`src/rtl/sumador_serie_param.sv`:
```
// Multi-cycle adder/subtractor: one CHUNK-bit slice per clock, LSB first.
// Valid/ready on both sides; result registers hold until the next acceptance.
module sumador_serie_param #(
    parameter int WIDTH = 8,
    parameter int CHUNK = 4
) (
    input  logic             i_clk,
    input  logic             i_rst_n,
    input  logic             i_valid,
    output logic             o_ready,
    input  logic [WIDTH-1:0] i_a,
    input  logic [WIDTH-1:0] i_b,
    input  logic             i_carry,
    input  logic             i_resta,
    output logic             o_valid,
    input  logic             i_ready,
    output logic [WIDTH-1:0] o_suma,
    output logic             o_carry,
    output logic             o_overflow
);

    localparam int N  = WIDTH / CHUNK;
    localparam int CW = (N > 1) ? $clog2(N) : 1;

    localparam logic [1:0] S_IDLE = 2'd0;
    localparam logic [1:0] S_CALC = 2'd1;
    localparam logic [1:0] S_DONE = 2'd2;

    logic [1:0]       r_state;
    logic [WIDTH-1:0] r_a;
    logic [WIDTH-1:0] r_b;
    logic             r_cin;
    logic [CW-1:0]    r_cnt;
    logic [WIDTH-1:0] r_suma;
    logic             r_carry;
    logic             r_ovf;

    logic [CHUNK:0]   w_sum;
    logic             w_c_msb;
    logic             w_last;

    // Operands shift right each slice, so the active slice is always bits [CHUNK-1:0].
    always_comb begin
        w_sum = {1'b0, r_a[CHUNK-1:0]}
              + {1'b0, r_b[CHUNK-1:0]}
              + {{CHUNK{1'b0}}, r_cin};
        w_c_msb = r_a[CHUNK-1] ^ r_b[CHUNK-1] ^ w_sum[CHUNK-1];
        w_last  = (r_cnt == CW'(N - 1));
    end

    always_ff @(posedge i_clk or negedge i_rst_n) begin
        if (!i_rst_n) begin
            r_state <= S_IDLE;
            r_a     <= '0;
            r_b     <= '0;
            r_cin   <= 1'b0;
            r_cnt   <= '0;
            r_suma  <= '0;
            r_carry <= 1'b0;
            r_ovf   <= 1'b0;
        end else begin
            unique case (r_state)
                S_IDLE: begin
                    if (i_valid) begin
                        r_a     <= i_a;
                        r_b     <= i_resta ? ~i_b : i_b;
                        r_cin   <= i_resta | i_carry;
                        r_cnt   <= '0;
                        r_state <= S_CALC;
                    end
                end
                S_CALC: begin
                    r_a    <= r_a >> CHUNK;
                    r_b    <= r_b >> CHUNK;
                    r_cin  <= w_sum[CHUNK];
                    r_cnt  <= r_cnt + 1'b1;
                    // New slice enters at the top; after N shifts slice 0 sits at the bottom.
                    r_suma <= (r_suma >> CHUNK)
                            | (WIDTH'(w_sum[CHUNK-1:0]) << (WIDTH - CHUNK));
                    if (w_last) begin
                        r_carry <= w_sum[CHUNK];
                        r_ovf   <= w_c_msb ^ w_sum[CHUNK];
                        r_state <= S_DONE;
                    end
                end
                S_DONE: begin
                    if (i_ready) begin
                        r_state <= S_IDLE;
                    end
                end
                default: r_state <= S_IDLE;
            endcase
        end
    end

    assign o_ready    = (r_state == S_IDLE);
    assign o_valid    = (r_state == S_DONE);
    assign o_suma     = r_suma;
    assign o_carry    = r_carry;
    assign o_overflow = r_ovf;

endmodule

```
`config.mk`:
```
export PLATFORM = sky130hd
export DESIGN_NAME = sumador_serie_param
export DESIGN_NICKNAME = d
export VERILOG_FILES = /design/src/rtl/sumador_serie_param.sv
export SDC_FILE = /design/constraint.sdc
export NUM_CORES = 1
export LEC_CHECK = 0
export CORE_AREA = 8 8 65 67
export CTS_CLUSTER_SIZE = 25
export DETAILED_ROUTE_END_ITERATION = 8
export DIE_AREA = 0 0 73 75
export GPL_TIMING_DRIVEN = 0
export PLACE_DENSITY_LB_ADDON = 0.05
export SLEW_MARGIN = 25
export SYNTH_ARGS = -nofsm -noshare
export SYNTH_HDL_FRONTEND = slang
export SYNTH_SLANG_ARGS = --single-unit
```
`constraint.sdc`:
```
create_clock -name i_clk -period 2.57 [get_ports i_clk]
set_input_delay 0.771 -clock i_clk [delete_from_list [all_inputs] [get_ports i_clk]]
set_output_delay 0.771 -clock i_clk [all_outputs]
set_load 0.02 [all_outputs]
```
==> flow_results.org <==
** Routing
- The first detailed-routing pass took 4 iterations.
- Total Routed Length :: 3400 µm
- In the final routed layout, each cell accounts on average for 13.3 µm.
- Dividing the detail-routed via count by the number of cells gives 4.96.
- Post-route antenna net violation count :: 0
- For this run, design rule violations remaining after detail routing come to 0.
- For this block, the initial DRC count from the detailed router was 54.
- Across all layers, the routed design uses 1271 vias.

** Status
- The run finished with clean final reports.

** Clock tree
- The number of gates resized after CTS was 1.
- The H-tree was split into 2 levels.
- TritonCTS Buffers :: 5
- Buffers added to address setup during post-CTS repair amount to 0.
- Clock slew at the register clock pins of the worst setup and hold paths :: 0.09 ns
- The root buffer cell chosen for the clock tree is sky130_fd_sc_hd__clkbuf_4.
- Number of buffers inserted by hold repair at cts :: 0
- CTS tree :: built
- Sink Count :: 30
- Clock buffer depth :: 2
- At the later pin of the worst-skew pair, clock insertion delay measures 0.33 ns.

** Finish
- Layout Nets :: 236
- The post-route netlist has 8.10% of its cells at a drive strength greater than 1.
- Compared with the post-synthesis result, the final layout area differs by 27.8%.
- Count of inserted antenna diode cells :: 0

** Logic synthesis
- Cell area after synthesis :: 1550 µm²
- For this run, asynchronously set or reset flops after synthesis account for 100%.
- In the synthesized netlist the dominant register cell turns out to be sky130_fd_sc_hd__dfrtp_1.
- Synth Register Bits :: 30
- Summed over all instances, the cell type with the most area after synthesis is sky130_fd_sc_hd__dfrtp_1.
- The synthesized design contains 0 enable-type register cells.
- Of the synthesized area, sequential elements account for 48.3%.
- By area the synthesized netlist is led by sky130_fd_sc_hd__dfrtp_1 (48%), sky130_fd_sc_hd__nand2_1 (8.0%), sky130_fd_sc_hd__a21oi_1 (6.8%).
- Most common cell in the netlist :: sky130_fd_sc_hd__nand2_1
- After technology mapping, the gate count stands at 170.
- Number of distinct library cell variants in the gate-level netlist after synthesis :: 23
- A synthesized cell averages a little over 9 µm².
- Counting every net in the synthesized netlist gives 197.
- Synthesis Warnings :: 0
- By count the netlist is led by sky130_fd_sc_hd__nand2_1 (33), sky130_fd_sc_hd__dfrtp_1 (30), sky130_fd_sc_hd__a21oi_1 (21).
- The share of synthesized area in the top cell type comes to between 40% and 50%.

** Floorplan
- 34 I/O pins were placed.
- From left edge to right edge, the die measures 73 µm.
- Site Rows :: 21
- The die covers 5480 µm².
- The region available for standard cell placement spans about 3200 µm².
- From bottom edge to top edge, the die measures 75 µm.
- Starting utilization of the core area :: between 40% and 50%

** Place
- Post-Place Setup Slack :: 0.348 ns
- The count of buffers added on input and output ports is 32.
- The HPWL after detailed placement is 2630 µm.
- Routability-driven placement finished with a final weighted congestion of around 0.85.

** Worst setup path
- CP max FO :: 9
- Type of the setup path with the least slack :: reg -> out
- Reg2Reg Setup Slack :: 0.53 ns
- The worst register-to-register path ends at o_overflow$_DFFE_PN0P_.
- Nature of the critical path endpoint :: primary output
- The startpoint identified for the worst register-to-register timing path is r_a[0]$_DFFE_PN0P_.
- R2R depth :: 7
- For the worst setup path, the data arrival time is 1.63 ns.
- Startpoint kind of the worst setup timing path :: flop
- STA puts the critical path data required time at about 1.8 ns.

** Timing
- For the pin with the worst max-slew slack, the measured transition is roughly 0.67 ns.
- Number of hold violations in the final report :: 0
- Unrepaired setup endpoints after global routing :: false
- Setup violations remaining at the end of the flow were counted as 0.
- Max-slew headroom :: a little under three fifths
- Post-route clock skew :: 0.00455 ns
- Final Critical Period :: 2.41 ns
- For the final routed database, the setup TNS stands at 0 ns.
- Crit share post-route :: 93.6%
- The number of slew-limit violations in the final report is 0.
- Worst setup slack after layout :: approximately 0.16 ns
- Timing would allow up to 0.416 GHz.

** Power
- Portion of total power attributed to combinational logic :: 52.3%
- Per report_power, the sequential group accounts for 35.4% of the total.
- Summing internal, switching and leakage power gives 2.40 mW.
- For this design the static power due to leakage is 0.893 nW.
- In this run switching power makes up between 40% and 50% of total power.
- Of the total power, the clock network draws 12.3%.
- Total power per unit cell area :: 1210 nW/µm²
- VDD sags by at most 498 µV.
- NetSw :: 1.01 mW
- Cell internal power was estimated by the tool at 1.39 mW.

** GRT
- The number of global-route vias before repair is around 1300.
- Largest net degree at the start of global routing :: 31
- The first global-routing pass estimated 5710 µm of wire.
- Global routing finished with a remaining overflow of 0.
- Antenna violations before repair :: 0
- GRT Resource Usage Total :: approximately 14%

** Worst hold path
- Worst hold-check path type :: in -> async

** Job
- Max_cap viols :: 0
==> cell usage in the layout, fill, tap and decap left out <==
cell / n
sky130_fd_sc_hd__a21oi_1: 21
sky130_fd_sc_hd__and2b_2: 1
sky130_fd_sc_hd__and3b_1: 4
sky130_fd_sc_hd__buf_2: 7
sky130_fd_sc_hd__buf_4: 1
sky130_fd_sc_hd__clkbuf_1: 2
sky130_fd_sc_hd__clkbuf_4: 5
sky130_fd_sc_hd__clkbuf_8: 1
sky130_fd_sc_hd__clkdlybuf4s50_1: 30
sky130_fd_sc_hd__clkinv_2: 1
sky130_fd_sc_hd__dfrtp_1: 30
sky130_fd_sc_hd__dlygate4sd2_1: 1
sky130_fd_sc_hd__fa_1: 2
sky130_fd_sc_hd__ha_1: 3
sky130_fd_sc_hd__inv_1: 6
sky130_fd_sc_hd__nand2_1: 33
sky130_fd_sc_hd__nand2b_1: 4
sky130_fd_sc_hd__nor2_1: 6
sky130_fd_sc_hd__nor2b_1: 15
sky130_fd_sc_hd__nor3b_1: 1
sky130_fd_sc_hd__o21ai_0: 18
sky130_fd_sc_hd__o21ai_2: 1
sky130_fd_sc_hd__o22a_1: 2
sky130_fd_sc_hd__o22ai_1: 2
sky130_fd_sc_hd__o2bb2ai_1: 1
sky130_fd_sc_hd__or2_1: 1
sky130_fd_sc_hd__xnor2_1: 5
sky130_fd_sc_hd__xor2_1: 6
==> critical path, cell delays in order, from the launching register on <==
cell and delay [ns]:
sky130_fd_sc_hd__dfrtp_1 0.50, sky130_fd_sc_hd__nor2b_1 0.19, sky130_fd_sc_hd__clkdlybuf4s50_1 0.63
==> how the worst max path moves through the flow <==
stage / startpoint / endpoint / depth (start not counted)
after floorplan: r_a[0]$_DFFE_PN0P_ / o_overflow$_DFFE_PN0P_ / 7
after global placement: i_rst_n / r_b[5]$_DFFE_PN0P_ / 1
after detailed placement: r_state[0]$_DFFE_PN0P_ / o_ready / 3
after CTS: r_state[0]$_DFFE_PN0P_ / o_valid / 2
after global routing: r_state[0]$_DFFE_PN0P_ / o_valid / 2
final: r_state[0]$_DFFE_PN0P_ / o_valid / 2
==> cells by family after synthesis <==
family | synth area share [%]
buf+inv | 4.11
simple gates | 20.8
fa+ha+maj | 4.99
xor+xnor | 6.20
flops | 48.3
compound gates | 15.6
==> power by group through the flow <==
stage | clock network, mW | logic, mW | registers, mW
floorplan | 0 | 0.786 | 0.908
global placement | 0 | 1.23 | 0.852
detailed placement | 0 | 1.28 | 0.861
CTS | 0.302 | 1.28 | 0.851
global route | 0.326 | 1.42 | 0.879
finish | 0.295 | 1.26 | 0.850
==> layout make-up <==
| class | instances | area (µm²) |
|---|---|---|
| Fill cell | 305 | 1250 |
| Sequential cell | 30 | 751 |
| Multi-Input combinational cell | 126 | 739 |
| Timing Repair Buffer | 32 | 314 |
| Tap cell | 46 | 57.6 |
| Clock buffer | 7 | 55.1 |
| Buffer | 8 | 41.3 |
| Inverter | 6 | 22.5 |
| Clock inverter | 1 | 5.00 |
==> stage by stage <==
stage | util, % | hold slack, ns | instances | area [µm²]
2_1_floorplan | - | 0.456 | 170 | 1550
3_3_place_gp | 59.8 | 0.457 | 248 | 1930
3_5_place_dp | 59.6 | 0.466 | 248 | 1930
4_1_cts | 61.4 | 0.475 | 256 | 1990
5_1_grt | 61.4 | 0.496 | 256 | 1990
6_report | 61.4 | 0.463 | 256 | 1990
==> flip-flops by register name, summed over array words and instances (netlist names) <==
register,cells
r_b,8
r_a,8
r_cnt,1
o_overflow,1
r_cin,1
r_state,2
o_carry,1
o_suma,8
==> routing by layer <==
| layer | part of all wire (%) | vias to the layer above | wire [µm] | global-route usage, % |
|---|---|---|---|---|
| met5 | 0 | - | 0 | 0 |
| met1 | 44 | 595 | 1500 | 15.6 |
| met3 | 6.2 | 6 | 209 | 5.06 |
| met4 | 1.5 | 0 | 51 | 4.00 |
| met2 | 48 | 32 | 1630 | 22.9 |
| li1 | - | 638 | - | - |
Power figures use the tool's default switching activity.
